<file path="src/rtl/dram_timing_guard.sv">
// -----------------------------------------------------------------------------
// dram_timing_guard
//
// Per-bank DDR4 timing checker sitting between the scheduler buffer and the
// DRAM command generator. It keeps the open/closed state of every bank and a
// saturating down-counter for every inter-command constraint (0 = satisfied).
// It answers legality queries for one bank and accepts or rejects the command
// issued in the current cycle.
//
// Ports
//   CLK            clock
//   nRST           asynchronous active-low reset
//   cmd_valid      a command is issued this cycle
//   cmd_type       0 NOP, 1 ACT, 2 RD, 3 WR, 4 PRE, others = NOP
//   cmd_bg/cmd_ba  target bank group / bank of the issued command
//   query_bg/ba    bank whose legality is reported on the *_ok outputs
//   act_ok..pre_ok combinational legality for the queried bank
//   cmd_accept     combinational: valid, non-NOP and legal
//   cmd_violation  registered: pulses the cycle after an illegal command
//   bank_open      open flag per bank, index bg*BANKS_PER_GROUP+ba
// -----------------------------------------------------------------------------
module dram_timing_guard #(
    parameter int BANK_GROUPS     = 4,
    parameter int BANKS_PER_GROUP = 4,
    parameter int CNT_W           = 8,
    parameter int tRCD            = 12,
    parameter int tRP             = 10,
    parameter int tRAS            = 17,
    parameter int tCCD_S          = 4,
    parameter int tCCD_L          = 5,
    parameter int tRRD_S          = 4,
    parameter int tRRD_L          = 4,
    parameter int tFAW            = 35,
    parameter int tWTR            = 12,
    localparam int BG_W = (BANK_GROUPS > 1) ? $clog2(BANK_GROUPS) : 1,
    localparam int BA_W = (BANKS_PER_GROUP > 1) ? $clog2(BANKS_PER_GROUP) : 1,
    localparam int NB   = BANK_GROUPS * BANKS_PER_GROUP
) (
    input  logic            CLK,
    input  logic            nRST,
    input  logic            cmd_valid,
    input  logic [2:0]      cmd_type,
    input  logic [BG_W-1:0] cmd_bg,
    input  logic [BA_W-1:0] cmd_ba,
    input  logic [BG_W-1:0] query_bg,
    input  logic [BA_W-1:0] query_ba,
    output logic            act_ok,
    output logic            rd_ok,
    output logic            wr_ok,
    output logic            pre_ok,
    output logic            cmd_accept,
    output logic            cmd_violation,
    output logic [NB-1:0]   bank_open
);

    localparam int IDX_W = (NB > 1) ? $clog2(NB) : 1;

    localparam logic [2:0] CMD_ACT = 3'd1;
    localparam logic [2:0] CMD_RD  = 3'd2;
    localparam logic [2:0] CMD_WR  = 3'd3;
    localparam logic [2:0] CMD_PRE = 3'd4;

    localparam logic [CNT_W-1:0] ONE = 1;

    // Load value T-1 so that the earliest legal follow-up is exactly T cycles
    // after the loading command.
    function automatic logic [CNT_W-1:0] ld_val(input int t);
        return (t > 0) ? CNT_W'(t - 1) : '0;
    endfunction

    function automatic logic [CNT_W-1:0] sat_dec(input logic [CNT_W-1:0] x);
        return (x == '0) ? '0 : x - ONE;
    endfunction

    localparam logic [CNT_W-1:0] RCD_LD   = ld_val(tRCD);
    localparam logic [CNT_W-1:0] RP_LD    = ld_val(tRP);
    localparam logic [CNT_W-1:0] RAS_LD   = ld_val(tRAS);
    localparam logic [CNT_W-1:0] CCDS_LD  = ld_val(tCCD_S);
    localparam logic [CNT_W-1:0] CCDL_LD  = ld_val(tCCD_L);
    localparam logic [CNT_W-1:0] RRDS_LD  = ld_val(tRRD_S);
    localparam logic [CNT_W-1:0] RRDL_LD  = ld_val(tRRD_L);
    localparam logic [CNT_W-1:0] FAW_LD   = ld_val(tFAW);
    localparam logic [CNT_W-1:0] WTR_LD   = ld_val(tWTR);

    // State
    logic [NB-1:0]    bank_open_q, bank_open_d;
    logic             cmd_violation_q, cmd_violation_d;
    logic [CNT_W-1:0] rcd_q [NB];
    logic [CNT_W-1:0] rcd_d [NB];
    logic [CNT_W-1:0] ras_q [NB];
    logic [CNT_W-1:0] ras_d [NB];
    logic [CNT_W-1:0] rp_q  [NB];
    logic [CNT_W-1:0] rp_d  [NB];
    logic [CNT_W-1:0] ccd_l_q [BANK_GROUPS];
    logic [CNT_W-1:0] ccd_l_d [BANK_GROUPS];
    logic [CNT_W-1:0] rrd_l_q [BANK_GROUPS];
    logic [CNT_W-1:0] rrd_l_d [BANK_GROUPS];
    logic [CNT_W-1:0] ccd_s_q, ccd_s_d;
    logic [CNT_W-1:0] rrd_s_q, rrd_s_d;
    logic [CNT_W-1:0] wtr_q, wtr_d;
    logic [CNT_W-1:0] faw_q [4];
    logic [CNT_W-1:0] faw_d [4];

    // Per-bank legality, evaluated from registered state only
    logic [NB-1:0] act_leg, rd_leg, wr_leg, pre_leg;
    logic [2:0]    faw_busy;

    always_comb begin
        faw_busy = 3'd0;
        for (int s = 0; s < 4; s++) begin
            if (faw_q[s] != '0) faw_busy = faw_busy + 3'd1;
        end
        act_leg = '0;
        rd_leg  = '0;
        wr_leg  = '0;
        pre_leg = '0;
        for (int g = 0; g < BANK_GROUPS; g++) begin
            for (int b = 0; b < BANKS_PER_GROUP; b++) begin
                act_leg[g*BANKS_PER_GROUP+b] = !bank_open_q[g*BANKS_PER_GROUP+b]
                    && (rp_q[g*BANKS_PER_GROUP+b] == '0)
                    && (rrd_s_q == '0) && (rrd_l_q[g] == '0)
                    && (faw_busy < 3'd4);
                wr_leg[g*BANKS_PER_GROUP+b] = bank_open_q[g*BANKS_PER_GROUP+b]
                    && (rcd_q[g*BANKS_PER_GROUP+b] == '0)
                    && (ccd_s_q == '0) && (ccd_l_q[g] == '0);
                rd_leg[g*BANKS_PER_GROUP+b] = wr_leg[g*BANKS_PER_GROUP+b]
                    && (wtr_q == '0);
                pre_leg[g*BANKS_PER_GROUP+b] = bank_open_q[g*BANKS_PER_GROUP+b]
                    && (ras_q[g*BANKS_PER_GROUP+b] == '0);
            end
        end
    end

    // Query and command bank decode. Out-of-range addresses (non power-of-two
    // geometries) are never legal.
    logic             q_in, c_in;
    logic [IDX_W-1:0] q_idx, c_idx;
    logic             is_act, is_rd, is_wr, is_pre;
    logic             acc_act, acc_rd, acc_wr, acc_pre;

    always_comb begin
        q_in  = (int'(query_bg) < BANK_GROUPS) && (int'(query_ba) < BANKS_PER_GROUP);
        q_idx = IDX_W'(int'(query_bg) * BANKS_PER_GROUP + int'(query_ba));
        c_in  = (int'(cmd_bg) < BANK_GROUPS) && (int'(cmd_ba) < BANKS_PER_GROUP);
        c_idx = IDX_W'(int'(cmd_bg) * BANKS_PER_GROUP + int'(cmd_ba));

        act_ok = q_in && act_leg[q_idx];
        rd_ok  = q_in && rd_leg[q_idx];
        wr_ok  = q_in && wr_leg[q_idx];
        pre_ok = q_in && pre_leg[q_idx];

        is_act = cmd_valid && (cmd_type == CMD_ACT);
        is_rd  = cmd_valid && (cmd_type == CMD_RD);
        is_wr  = cmd_valid && (cmd_type == CMD_WR);
        is_pre = cmd_valid && (cmd_type == CMD_PRE);

        acc_act = is_act && c_in && act_leg[c_idx];
        acc_rd  = is_rd  && c_in && rd_leg[c_idx];
        acc_wr  = is_wr  && c_in && wr_leg[c_idx];
        acc_pre = is_pre && c_in && pre_leg[c_idx];

        cmd_accept      = acc_act || acc_rd || acc_wr || acc_pre;
        cmd_violation_d = (is_act || is_rd || is_wr || is_pre) && !cmd_accept;
    end

    // Next state: every counter decrements, then accepted commands load
    // (a load overrides the decrement). Rejected commands change nothing.
    logic faw_found;

    always_comb begin
        bank_open_d = bank_open_q;
        for (int i = 0; i < NB; i++) begin
            rcd_d[i] = sat_dec(rcd_q[i]);
            ras_d[i] = sat_dec(ras_q[i]);
            rp_d[i]  = sat_dec(rp_q[i]);
        end
        for (int g = 0; g < BANK_GROUPS; g++) begin
            ccd_l_d[g] = sat_dec(ccd_l_q[g]);
            rrd_l_d[g] = sat_dec(rrd_l_q[g]);
        end
        ccd_s_d = sat_dec(ccd_s_q);
        rrd_s_d = sat_dec(rrd_s_q);
        wtr_d   = sat_dec(wtr_q);
        for (int s = 0; s < 4; s++) begin
            faw_d[s] = sat_dec(faw_q[s]);
        end
        faw_found = 1'b0;

        if (acc_act) begin
            bank_open_d[c_idx] = 1'b1;
            rcd_d[c_idx]       = RCD_LD;
            ras_d[c_idx]       = RAS_LD;
            rrd_s_d            = RRDS_LD;
            rrd_l_d[cmd_bg]    = RRDL_LD;
            // Legality guarantees at least one idle window slot exists.
            for (int s = 0; s < 4; s++) begin
                if (!faw_found && (faw_q[s] == '0)) begin
                    faw_d[s]  = FAW_LD;
                    faw_found = 1'b1;
                end
            end
        end
        if (acc_rd || acc_wr) begin
            ccd_s_d         = CCDS_LD;
            ccd_l_d[cmd_bg] = CCDL_LD;
        end
        if (acc_wr) begin
            wtr_d = WTR_LD;
        end
        if (acc_pre) begin
            bank_open_d[c_idx] = 1'b0;
            rp_d[c_idx]        = RP_LD;
        end
    end

    always_ff @(posedge CLK or negedge nRST) begin
        if (!nRST) begin
            bank_open_q     <= '0;
            cmd_violation_q <= 1'b0;
            for (int i = 0; i < NB; i++) begin
                rcd_q[i] <= '0;
                ras_q[i] <= '0;
                rp_q[i]  <= '0;
            end
            for (int g = 0; g < BANK_GROUPS; g++) begin
                ccd_l_q[g] <= '0;
                rrd_l_q[g] <= '0;
            end
            ccd_s_q <= '0;
            rrd_s_q <= '0;
            wtr_q   <= '0;
            for (int s = 0; s < 4; s++) begin
                faw_q[s] <= '0;
            end
        end else begin
            bank_open_q     <= bank_open_d;
            cmd_violation_q <= cmd_violation_d;
            rcd_q           <= rcd_d;
            ras_q           <= ras_d;
            rp_q            <= rp_d;
            ccd_l_q         <= ccd_l_d;
            rrd_l_q         <= rrd_l_d;
            ccd_s_q         <= ccd_s_d;
            rrd_s_q         <= rrd_s_d;
            wtr_q           <= wtr_d;
            faw_q           <= faw_d;
        end
    end

    assign bank_open     = bank_open_q;
    assign cmd_violation = cmd_violation_q;

endmodule
</file>
<file path="config.mk">
export PLATFORM = sky130hd
export DESIGN_NAME = dram_timing_guard
export DESIGN_NICKNAME = d
export VERILOG_FILES = /design/src/rtl/dram_timing_guard.sv
export SDC_FILE = /design/constraint.sdc
export NUM_CORES = 1
export LEC_CHECK = 0
export BUFFER_PORTS_ARGS = -buffer_cell sky130_fd_sc_hd__buf_4
export CAP_MARGIN = 15
export CORE_MARGIN = 8
export CORE_UTILIZATION = 30
export DETAILED_ROUTE_END_ITERATION = 8
export GPL_TIMING_DRIVEN = 0
export HOLD_SLACK_MARGIN = 0.1
export PLACE_DENSITY = 0.46
export SLEW_MARGIN = 20
export SYNTH_ARGS = -nofsm -noshare
export SYNTH_HDL_FRONTEND = slang
export SYNTH_SLANG_ARGS = --single-unit
</file>
<file path="constraint.sdc">
create_clock -name CLK -period 5.75 [get_ports CLK]
set_input_delay 0.8625 -clock CLK [delete_from_list [all_inputs] [get_ports CLK]]
set_output_delay 0.8625 -clock CLK [all_outputs]
set_load 0.01 [all_outputs]
</file>
==> impl_summary.txt, run 1 <==
----------------------------------------------------
[Global route]
  Via count of the first global-routing pass ... 19801
  Grt ovf ... 0
  Number of antenna violations at the first check in global routing ... 3
  Total routing usage reported by global routing ... 13.2%
  Global-route wire length before repair ... 106000 µm
  Largest net degree at the start of global routing ... 92

[Floorplanning]
  Width of the die ... 312 µm
  Die height ... 312 µm
  Top-level I/O count ... 36
  Core region area ... 0.0868 mm²
  Die area ... 0.0973 mm²
  Cell Rows ... 108
  Starting Density ... 30.3%

[Worst hold path]
  Worst hold-check path type ... input port to async pin

[Routing]
  Routed wire per std cell ... 16.4 µm
  Count of vias placed by the detailed router ... 19485
  Initial DRC Count ... 1263
  Post-route antenna net violation count ... 0
  Drt total wl ... 65400 µm
  First drt pass iteration count ... 8
  Per-cell via count in the routed design ... 4.87
  Number of remaining DRC errors ... 0

[Critical path]
  Critical path data arrival time ... 4710 ps
  Buffer and inverter count on the worst path ... 4
  Delay contributed by the slowest stage of the critical path ... 760 ps
  Cell type of the slowest stage on the worst timing path ... sky130_fd_sc_hd__clkbuf_1
  Critical path launch point type ... input port
  Critical path's top delay family ... buffers and inverters
  Cell Chain, Critical Path ... buf_4 -> clkbuf_1 -> nor2_2 -> clkbuf_1 -> nand3_1 -> a31oi_1 -> a2bb2oi_1 -> o2111ai_1 -> nand3b_1 -> buf_4
  Crit path required time ... 4890 ps
  Critical path class ... input port to primary output
  Worst Setup End Kind ... primary output
  Critical-path maximum fanout ... 10

[Timing]
  Clock period minus worst slack ... 5570 ps
  Number of failing setup endpoints in the final timing report ... 0
  Maximum clock skew at final layout ... 18.1 ps
  Worst Hold Slack ... 181 ps
  Fraction of the cycle the final worst path needs ... 96.9%
  Max-slew violation total from the final report ... 0
  Worst-case setup margin in the final layout ... 179 ps
  Hold violation count in the final report ... 0
  Upper clock frequency limit ... 179 MHz
  Measured slew at the worst slew-check pin ... 1030 ps
  Setup repair after global routing missed its margin ... no
  Worst relative slew slack ... 30.9%

[CTS]
  Maximum level of the CTS H-tree ... 2
  Num Clock Sinks ... 521
  Clk slew on worst S/H paths ... 50 ps
  Clock tree from TritonCTS ... done
  Insertion delay of the later-clocked pin in the worst-skew pair ... 620 ps
  Cts-stage hold buffer count ... 0
  Clock tree buffer depth ... 3
  Cell at the root of the clock tree ... sky130_fd_sc_hd__clkbuf_16
  CTS Buf Count ... 61

[Synth]
  Number of register bits inferred by synthesis ... 521
  Share of synthesized flip-flops with an asynchronous set or reset ... 100%
  Number of flops mapped to enable cells by yosys ... 0
  Most frequently used flop master after synthesis ... sky130_fd_sc_hd__dfrtp_1
  Post-synthesis average cell area ... 9.77 µm²
  Net count after synthesis ... 2813
  Share of synthesized area occupied by flip-flops and latches ... 49.6%
  Gate Count Post-Synth ... 2689
  Count of yosys warnings during synthesis ... 0
  Mapped cell area ... 0.0263 mm²
  Distinct cell type count after synthesis ... 89

[Outcome]
  Status ... finished clean

[Pwr]
  Static power due to leakage ... 12.5 nW
  Worst VDD drop ... 242 µV
  Total power per unit cell area ... 391 mW/mm²
  Total power ... 0.0118 W

[Placement]
  RePlAce Congestion ... 0.825
  Number of buffer cells added on primary ports ... 33
  Post-placement worst setup slack ... 33.6 ps
  Detailed placer's ending HPWL ... 47500 µm

[Cells and area]
  Most frequent cells in the layout ... sky130_fd_sc_hd__dfrtp_1, sky130_fd_sc_hd__nor2_1, sky130_fd_sc_hd__nand2_1
  Most common library cell in the layout ignoring fill and taps ... sky130_fd_sc_hd__dfrtp_1
  Ratio of cells with drive above 1 in the final layout ... 7.53%
  Synthesis-to-finish area growth ... 15.2%
  NumNets Final ... 2917

[Job]
  Max-Cap Viols ... 0

----------------------------------------------------
==> through the flow <==
step	utilization, %	TNS, ps	cell area (µm²)	cells
CTS	34.8	0	30200	3997
global placement	32.2	-1030150	28000	3877
floorplan	-	0	26300	2689
global route	34.9	0	30300	3997
detailed placement	32.5	0	28200	3884
finish	34.9	0	30300	3999
==> cell type report <==
class	instances	area [µm²]
buffer	38	173
multi-input combinational	1971	12500
clock inverter	21	239
antenna	2	5.00
inverter	159	597
sequential	521	13000
fill	8823	56500
timing repair buffer	41	435
clock buffer	91	1800
tap	1155	1450
==> cell families (layout without fill, tap and decap cells) <==
group,Yosys count,after routing,synth area share [%]
DFF,521,521,49.6
adders and majority gates,110,110,5.24
buffers and inverters,197,350,2.93
and+or+nand+nor,1225,1225,23.7
other,0,2,0
xor gates and xnor gates,282,282,9.40
muxes,20,20,0.934
AOI/OAI and AO/OA,334,334,8.13
==> cells in the mapped netlist, types with 5 or more instances <==
cell                        count  area, µm²
sky130_fd_sc_hd__xnor2_1      207       1810
sky130_fd_sc_hd__a311oi_1       6       52.6
sky130_fd_sc_hd__and2_1        15       93.8
sky130_fd_sc_hd__or3_1         21        131
sky130_fd_sc_hd__o221ai_1       5       43.8
sky130_fd_sc_hd__ha_1         110       1380
sky130_fd_sc_hd__nor4b_1       34        298
sky130_fd_sc_hd__a21oi_1       77        385
sky130_fd_sc_hd__o21ai_0      107        536
sky130_fd_sc_hd__or2_2          7       43.8
sky130_fd_sc_hd__xor2_1        75        657
sky130_fd_sc_hd__nor3b_1       40        300
sky130_fd_sc_hd__mux2i_1       11        110
sky130_fd_sc_hd__o21a_1        14        105
sky130_fd_sc_hd__o211ai_1       6       45.0
sky130_fd_sc_hd__nor4b_2        6       90.1
sky130_fd_sc_hd__inv_1        158        593
sky130_fd_sc_hd__o31ai_1       30        225
sky130_fd_sc_hd__nor4_1        67        419
sky130_fd_sc_hd__a21o_1        16        120
sky130_fd_sc_hd__o22ai_1       11       68.8
sky130_fd_sc_hd__or3b_2         5       43.8
sky130_fd_sc_hd__nand4_1       16        100
sky130_fd_sc_hd__or4b_2         5       50.1
sky130_fd_sc_hd__o2111ai_1      7       61.3
sky130_fd_sc_hd__nor2_4         5       56.3
sky130_fd_sc_hd__mux2_2         6       67.6
sky130_fd_sc_hd__nor3_1       149        746
sky130_fd_sc_hd__nand3_1       43        215
sky130_fd_sc_hd__nand3b_1      11       82.6
sky130_fd_sc_hd__a211oi_1      11       82.6
sky130_fd_sc_hd__and3_1        17        106
sky130_fd_sc_hd__nor2b_1        8       50.1
sky130_fd_sc_hd__nor2_1       446       1670
sky130_fd_sc_hd__nand2b_1      44        275
sky130_fd_sc_hd__nand2_1      220        826
sky130_fd_sc_hd__dfrtp_1      521      13000
sky130_fd_sc_hd__clkbuf_1      27        101
sky130_fd_sc_hd__or4_1         28        210
==> routing by layer <==
metal  vias to the layer above  GRT usage (%)  part of all wire [%]
li1                       9468              -                     -
met1                      9556           18.0                    47
met2                       335           20.8                    44
met3                       122           2.85                   5.3
met4                         4           4.53                   3.0
met5                         -              0                 0.035
==> timing repair <==
item | 4_1_cts | 5_1_grt
gates resized for setup | 2 | 5
pin swaps | 1 | 0
setup endpoints to repair | 2 | 1
setup buffers | 1 | 0
==> where the power goes <==
group / switching, W / total (W) / leakage, nW / internal (W)
Sequential: 0.000834 / 0.00537 / 6.02 / 0.00454
Clock: 0.00155 / 0.00392 / 1.01 / 0.00237
Combinational: 0.00133 / 0.00254 / 5.51 / 0.00121
==> state kept, by name, summed over array words and instances (netlist names) <==
register and flops:
rrd_l_q 32, ccd_l_q 32, rcd_q 128, bank_open 16, rp_q 128, rrd_s_q 8, wtr_q 8, cmd_violation 1
ras_q 128, faw_q 32, ccd_s_q 8
==> worst paths after layout <==
| path | start | endpoint | slack [ps] | cells past startpoint |
|---|---|---|---|---|
| worst max-delay path | cmd_ba[0] | cmd_accept | 180 | 10 |
| worst max register to register | faw_q[28] | rcd_q[30] | 1680 | 12 |
| worst min-delay path | nRST | ccd_l_q[15] | 180 | 1 |
| max in group asynchronous | nRST | rp_q[24] | 3890 | 4 |
| min in group CLK | ccd_l_q[0] | ccd_l_q[0] | 450 | 1 |
| worst min register to register | ccd_l_q[0] | ccd_l_q[0] | 450 | 1 |
==> worst register-to-register path, cell delays in order (launching register included) <==
cell and delay (ps):
sky130_fd_sc_hd__dfrtp_1 410, sky130_fd_sc_hd__nor4_2 340, sky130_fd_sc_hd__nand2b_1 180, sky130_fd_sc_hd__nor3_4 250
sky130_fd_sc_hd__inv_1 110, sky130_fd_sc_hd__ha_1 290, sky130_fd_sc_hd__and2_1 220, sky130_fd_sc_hd__o2bb2ai_2 240
sky130_fd_sc_hd__o211ai_1 360, sky130_fd_sc_hd__nor4b_2 660, sky130_fd_sc_hd__nand2_1 340, sky130_fd_sc_hd__nor2_1 460
sky130_fd_sc_hd__nor2_1 90
Note: power is estimated with default switching activity, not from simulation.
==> inputs of run 2 (changes only) <==
- RECOVER_POWER: default -> 50
==> run 2 against run 1 <==
The run now ends with capacitance limit, slew limit left. Global-route usage unchanged. Sequential power barely moved. Core utilization shrank 0.098 points. First-iteration DRC count grew 2.5%. Maximum frequency increased by 1.7%. Die area unchanged. Design area down 0.28%. Clock power barely moved.
==> impl_summary.txt, run 2 (synthesized netlist as in run 1, its figures left out) <==
----------------------------------------------------
[Pwr]
  Worst VDD drop ... 242 µV (about the same)
  Static power due to leakage ... 12.5 nW (-0.37%)
  Total power per unit cell area ... 392 mW/mm² (+0.14%)
  Total power ... 0.0118 W (-0.14%)

[Cells and area]
  NumNets Final ... 2917 (unchanged)
  Final non-filler cell total ... 3999 (unchanged)
  Most common library cell in the layout ignoring fill and taps ... sky130_fd_sc_hd__dfrtp_1
  Ratio of cells with drive above 1 in the final layout ... 7.21% (-0.32 points)
  Largest regs ... ras_q: 128 flops, rcd_q: 128 flops, rp_q: 128 flops
  Fill cells ... 8836 (+0.15%)
  Synthesis-to-finish area growth ... 14.9%
  Most frequent cells in the layout ... sky130_fd_sc_hd__dfrtp_1, sky130_fd_sc_hd__nor2_1, sky130_fd_sc_hd__nand2_1

[Critical path]
  Critical path class ... input port to primary output
  Buffer and inverter count on the worst path ... 4 (unchanged)
  Critical path's top delay family ... buffers and inverters
  Delay contributed by the slowest stage of the critical path ... 720 ps (-40 ps)
  Critical-path maximum fanout ... 10 (unchanged)
  Cell Chain, Critical Path ... buf_4 -> clkbuf_1 -> nor2_2 -> clkbuf_1 -> nand3_1 -> a31oi_1 -> a2bb2oi_1 -> o2111ai_1 -> nand3b_1 -> buf_4
  Critical path data arrival time ... 4620 ps (-90 ps)
  Critical path launch point type ... input port
  Worst Setup End Kind ... primary output
  Cell type of the slowest stage on the worst timing path ... sky130_fd_sc_hd__clkbuf_1
  Crit path required time ... 4890 ps (about the same)

[Placement]
  Detailed placer's ending HPWL ... 47500 µm (unchanged)
  RePlAce Congestion ... 0.825 (unchanged)
  Post-placement worst setup slack ... 33.6 ps (unchanged)
  Number of instances in the placed design ... 3884 (unchanged)
  Number of buffer cells added on primary ports ... 33 (unchanged)

[Timing]
  Max-slew violation total from the final report ... 61 (+61)
  Clock period minus worst slack ... 5480 ps (-90.8 ps)
  Measured slew at the worst slew-check pin ... 3800 ps (+2760 ps)
  Hold violation count in the final report ... 0 (unchanged)
  Fraction of the cycle the final worst path needs ... 95.3% (-1.6 points)
  Maximum clock skew at final layout ... 17.4 ps (-0.772 ps)
  Worst relative slew slack ... -153% (-180 points)
  Setup repair after global routing missed its margin ... no
  Sum of negative setup slack ... 0 ps (unchanged)
  Worst-case setup margin in the final layout ... 270 ps (+90.8 ps)
  Number of failing setup endpoints in the final timing report ... 0 (unchanged)
  Worst Hold Slack ... 451 ps (+270 ps)
  Upper clock frequency limit ... 182 MHz (+1.7%)

[Outcome]
  Failing checks ... capacitance limit, slew limit
  Status ... finished, violations left

[CTS]
  Cell at the root of the clock tree ... sky130_fd_sc_hd__clkbuf_16
  CTS Buf Count ... 61 (unchanged)
  Insertion delay of the later-clocked pin in the worst-skew pair ... 620 ps (about the same)
  Num Clock Sinks ... 521 (unchanged)
  Cts-stage hold buffer count ... 0 (unchanged)
  Clock tree buffer depth ... 3 (unchanged)
  Clock tree from TritonCTS ... done
  Clk slew on worst S/H paths ... 50 ps (about the same)
  Maximum level of the CTS H-tree ... 2 (unchanged)

[Global route]
  Largest net degree at the start of global routing ... 92 (unchanged)
  Via count of the first global-routing pass ... 19801 (unchanged)
  Number of antenna violations at the first check in global routing ... 3 (unchanged)
  Global-route wire length before repair ... 106000 µm (unchanged)
  Total routing usage reported by global routing ... 13.2% (unchanged)
  Grt ovf ... 0 (unchanged)

[Floorplanning]
  Die area ... 0.0973 mm² (unchanged)
  Top-level I/O count ... 36 (unchanged)
  Cell Rows ... 108 (unchanged)
  Width of the die ... 312 µm (unchanged)
  Starting Density ... 30.3% (unchanged)
  Core region area ... 0.0868 mm² (unchanged)
  Die height ... 312 µm (unchanged)

[Routing]
  Number of remaining DRC errors ... 0 (unchanged)
  Initial DRC Count ... 1294 (+2.5%)
  Drt total wl ... 65400 µm (about the same)
  Routed wire per std cell ... 16.3 µm (about the same)
  First drt pass iteration count ... 5 (-3)
  Count of vias placed by the detailed router ... 19474 (-0.056%)
  Per-cell via count in the routed design ... 4.87 (about the same)
  Post-route antenna net violation count ... 0 (unchanged)

[Job]
  Max-Cap Viols ... 1 (+1)

[Worst hold path]
  Worst hold-check path type ... flip-flop to flip-flop

----------------------------------------------------
## run 2: cell count changes in the layout (fill, tap and decap cells not counted), sizes merged
cell    change
buf         -7
clkbuf      +7
## run 2: final cells by class
cell class                 instances  area, µm²  share of cell area (%)
tap                             1155       1450                    4.79
sequential                       521      13000                    43.2
clock inverter                    21        239                   0.792
clock buffer                      91       1800                    5.97
antenna                            2       5.00                  0.0166
inverter                         159        597                    1.98
timing repair buffer              41        370                    1.23
multi-input combinational       1971      12500                    41.5
buffer                            38        171                   0.568
## run 2: per-layer routing
layer  part of all wire, %  track usage (%)  vias to the layer above
met2                    45             20.8                      334
met3                   5.1             2.85                      120
li1                      -                -                     9457
met4                   3.0             4.53                        4
met5                 0.035                0                        -
met1                    47             18.0                     9559
## run 2: stage by stage
stage | area [µm²] | utilization, %
6_report | 30200 | 34.8
2_1_floorplan | 26300 | -
3_3_place_gp | 28000 | 32.2
5_1_grt | 30200 | 34.8
4_1_cts | 30200 | 34.8
3_5_place_dp | 28200 | 32.5
## run 2: path summary, 6_finish.rpt
path	startpoint	endpoint	slack [ps]	cells past startpoint
min reg2reg	ccd_l_q[0]	ccd_l_q[0]	450	1
max	cmd_ba[0]	cmd_accept	270	10
min	ccd_l_q[0]	ccd_l_q[0]	450	1
max in group asynchronous	nRST	ras_q[31]	1140	3
min in group asynchronous	nRST	ccd_l_q[14]	1550	1
max reg2reg	faw_q[28]	rcd_q[30]	1690	12
## run 2: worst reg2reg max path, stage by stage, from the launching register on
cell and delay (ps):
sky130_fd_sc_hd__dfrtp_1 410, sky130_fd_sc_hd__nor4_2 340, sky130_fd_sc_hd__nand2b_1 180, sky130_fd_sc_hd__nor3_4 250
sky130_fd_sc_hd__inv_1 110, sky130_fd_sc_hd__ha_1 290, sky130_fd_sc_hd__and2_1 220, sky130_fd_sc_hd__o2bb2ai_2 240
sky130_fd_sc_hd__o211ai_1 350, sky130_fd_sc_hd__nor4b_2 650, sky130_fd_sc_hd__nand2_1 330, sky130_fd_sc_hd__nor2_1 460
sky130_fd_sc_hd__nor2_1 100
## run 2: report_power, final
group          internal (W)  switching, W
Combinational       0.00120       0.00133
Sequential          0.00454      0.000831
Clock               0.00237       0.00155
Total               0.00812       0.00371
## run 2: repair_timing
item,CTS,global route
resized for setup,2,5
setup endpoints to repair,2,1
setup buffers,1,0
pin swaps,1,0
==> inputs of run 3 (changes only) <==
- CELL_PAD_IN_SITES_DETAIL_PLACEMENT: default -> 1
- CELL_PAD_IN_SITES_GLOBAL_PLACEMENT: default -> 1
- PLACE_DENSITY: 0.46 -> 0.54
==> run 3 against run 2 <==
The run still ends with capacitance limit, slew limit left. Clock power rose by 6.9%. Non-clock buffer count did not move. Clock skew rose by 1.5 ps. Worst setup slack worse by 62 ps. Combinational power up 2%. Sequential share of layout area shrank 0.19 points. Sequential power about the same. Via count increased by 2.6%. Largest cell class unchanged.
==> impl_summary.txt, run 3 (synthesized netlist as in run 1, its figures left out) <==
----------------------------------------------------
[CTS]
  Num Clock Sinks ... 521 (unchanged)
  Maximum level of the CTS H-tree ... 3 (+1)
  Cell at the root of the clock tree ... sky130_fd_sc_hd__clkbuf_16
  Clock tree buffer depth ... 3 (unchanged)
  CTS Buf Count ... 67 (+9.8%)
  Insertion delay of the later-clocked pin in the worst-skew pair ... 610 ps (about the same)
  Clock tree from TritonCTS ... done
  Clk slew on worst S/H paths ... 60 ps (about the same)

[Outcome]
  Failing checks ... capacitance limit, slew limit
  Status ... finished, violations left

[Cells and area]
  Synthesis-to-finish area growth ... 15.4%
  Most frequent cells in the layout ... sky130_fd_sc_hd__dfrtp_1, sky130_fd_sc_hd__nor2_1, sky130_fd_sc_hd__nand2_1
  Largest regs ... ras_q: 128 flops, rcd_q: 128 flops, rp_q: 128 flops
  Area occupied by registers ... 0.0130 mm² (unchanged)
  Fill cells ... 9913 (+12%)
  Ratio of cells with drive above 1 in the final layout ... 7.59% (+0.38 points)
  Final std cell area, no fill ... 0.0303 mm² (+0.44%)
  Most common library cell in the layout ignoring fill and taps ... sky130_fd_sc_hd__dfrtp_1
  Area of the multi-input gates ... 0.0125 mm² (about the same)
  NumNets Final ... 2923 (+0.21%)

[Global route]
  Number of antenna violations at the first check in global routing ... 3 (unchanged)
  Global-route wire length before repair ... 118000 µm (+11%)
  Grt ovf ... 0 (unchanged)
  Total routing usage reported by global routing ... 14.8% (+1.5 points)
  Via count of the first global-routing pass ... 21573 (+8.9%)
  Largest net degree at the start of global routing ... 95 (+3.3%)

[Floorplanning]
  Cell Rows ... 108 (unchanged)
  Top-level I/O count ... 36 (unchanged)
  Starting Density ... 30.3% (unchanged)
  Width of the die ... 312 µm (unchanged)
  Core region area ... 0.0868 mm² (unchanged)
  Die area ... 0.0973 mm² (unchanged)
  Die height ... 312 µm (unchanged)

[Pwr]
  Total internal power ... 0.00829 W (+2.2%)
  Total power ... 0.0122 W (+2.9%)
  Combinational group share of total power ... 21.2% (-0.2 points)
  Worst VDD drop ... 199 µV (-18%)
  Static power due to leakage ... 12.6 nW (+0.76%)
  Part of the power in the clock network ... 34.4% (+1.2 points)
  Sequential cell fraction of total power ... 44.3% (-1.1 points)
  Switching fraction of total power ... 31.8% (+0.47 points)
  Switch Pwr ... 0.00388 W (+4.5%)
  Total power per unit cell area ... 402 mW/mm² (+2.5%)

[Critical path]
  Critical path launch point type ... flip-flop
  Critical path data arrival time ... 4680 ps (+60 ps)
  Worst Setup End Kind ... primary output
  Critical-path maximum fanout ... 10 (unchanged)
  Crit path required time ... 4890 ps (about the same)
  Critical path class ... flip-flop to primary output

[Timing]
  Setup repair after global routing missed its margin ... no
  Fraction of the cycle the final worst path needs ... 96.4% (+1.1 points)
  Measured slew at the worst slew-check pin ... 2470 ps (-1330 ps)
  Maximum clock skew at final layout ... 18.9 ps (+1.52 ps)
  Number of failing setup endpoints in the final timing report ... 0 (unchanged)
  Hold violation count in the final report ... 0 (unchanged)
  Clock period minus worst slack ... 5540 ps (+61.7 ps)
  Upper clock frequency limit ... 180 MHz (-1.1%)
  Worst relative slew slack ... -64.4% (+89 points)
  Max-slew violation total from the final report ... 372 (+510%)

[Placement]
  Number of buffer cells added on primary ports ... 33 (unchanged)
  RePlAce Congestion ... 0.790 (-4.3%)
  Placed cell areas ... 0.0282 mm² (about the same)
  Detailed placer's ending HPWL ... 52600 µm (+11%)

[Worst hold path]
  Worst hold-check path type ... flip-flop to flip-flop

[Routing]
  Initial DRC Count ... 879 (-32%)
  Number of remaining DRC errors ... 0 (unchanged)
  Post-route antenna net violation count ... 0 (unchanged)
  Per-cell via count in the routed design ... 4.99 (+2.5%)
  Drt total wl ... 71700 µm (+9.7%)
  Count of vias placed by the detailed router ... 19978 (+2.6%)
  Routed wire per std cell ... 17.9 µm (+9.5%)
  First drt pass iteration count ... 5 (unchanged)

[Job]
  Max-Cap Viols ... 5 (+4)

----------------------------------------------------
[run 3: cell count changes in the layout (fill, tap and decap cells not counted), moves of 2 or more]
cell	delta
sky130_fd_sc_hd__clkbuf_1	-6
sky130_fd_sc_hd__clkbuf_16	+6
sky130_fd_sc_hd__clkbuf_2	+3
sky130_fd_sc_hd__clkinv_2	-3
sky130_fd_sc_hd__and2_0	-2
sky130_fd_sc_hd__and2_1	+2
sky130_fd_sc_hd__buf_16	-2
sky130_fd_sc_hd__buf_2	+2
sky130_fd_sc_hd__buf_4	+2
sky130_fd_sc_hd__clkinv_8	+2
sky130_fd_sc_hd__clkinvlp_4	-2
sky130_fd_sc_hd__inv_6	+2
[run 3: critical path, stage by stage, from the launching register on]
cell and delay [ps]:
sky130_fd_sc_hd__dfrtp_1 410, sky130_fd_sc_hd__nor4_2 330, sky130_fd_sc_hd__nand2_1 140, sky130_fd_sc_hd__or3_1 370, sky130_fd_sc_hd__ha_1 320, sky130_fd_sc_hd__and2_1 220, sky130_fd_sc_hd__o2bb2ai_2 260, sky130_fd_sc_hd__o211ai_1 270
sky130_fd_sc_hd__buf_6 240, sky130_fd_sc_hd__or4b_2 730, sky130_fd_sc_hd__o31ai_1 250, sky130_fd_sc_hd__a22oi_1 220, sky130_fd_sc_hd__nand3b_1 160, sky130_fd_sc_hd__buf_4 160
[run 3: worst paths after layout]
path                            startpoint         end  slack (ps)  cells past startpoint
worst max-delay path             faw_q[21]  cmd_accept         210                     13
worst min-delay path              faw_q[0]    faw_q[0]         450                      1
worst max register to register   ras_q[56]    rp_q[83]        1510                     10
worst min register to register    faw_q[0]    faw_q[0]         450                      1
max in group asynchronous             nRST  ras_q[102]        1400                      2
min in group asynchronous             nRST   ras_q[60]         950                      1
[run 3: cell type report]
| type | count | area share, % |
|---|---|---|
| flip-flops and latches | 521 | 43.0 |
| multi-input cells | 1971 | 41.3 |
| clock buffers | 96 | 6.46 |
| well taps | 1155 | 4.77 |
| inverters | 159 | 1.97 |
| repair buffers | 41 | 1.09 |
| clock inverters | 20 | 0.784 |
| plain buffers | 38 | 0.570 |
| diodes | 3 | 0.0248 |
[run 3: stage by stage]
step,TNS (ps),worst slack [ps],instances,hold WS [ps],util [%]
global route,0,1.19,4001,480,34.9
detailed placement,-36.1,-36.1,3884,453,32.5
finish,0,208,4004,454,34.9
floorplan,0,1350,2689,427,-
global placement,-1083260,-2130,3877,441,32.2
CTS,0,6.41,4001,151,35.0
[run 3: repair_timing]
item                       in CTS  in global routing
pin swaps                       1                  0
setup buffers                   1                  0
setup endpoints to repair       2                  1
hold buffers                    0                  0
resized for setup               2                  4
[run 3: power by group through the flow]
stage | logic, W | clock network, W | registers [W]
floorplan | 0.00203 | 0 | 0.00522
global placement | 0.00245 | 0 | 0.00538
detailed placement | 0.00262 | 0 | 0.00544
CTS | 0.00265 | 0.00437 | 0.00539
global route | 0.00300 | 0.00450 | 0.00553
finish | 0.00258 | 0.00419 | 0.00539
[run 3: layer usage]
layer	track usage, %	routed length, µm
met3	2.82	2650
met4	4.33	1880
met1	19.6	33300
met2	24.3	33800
met5	0	0
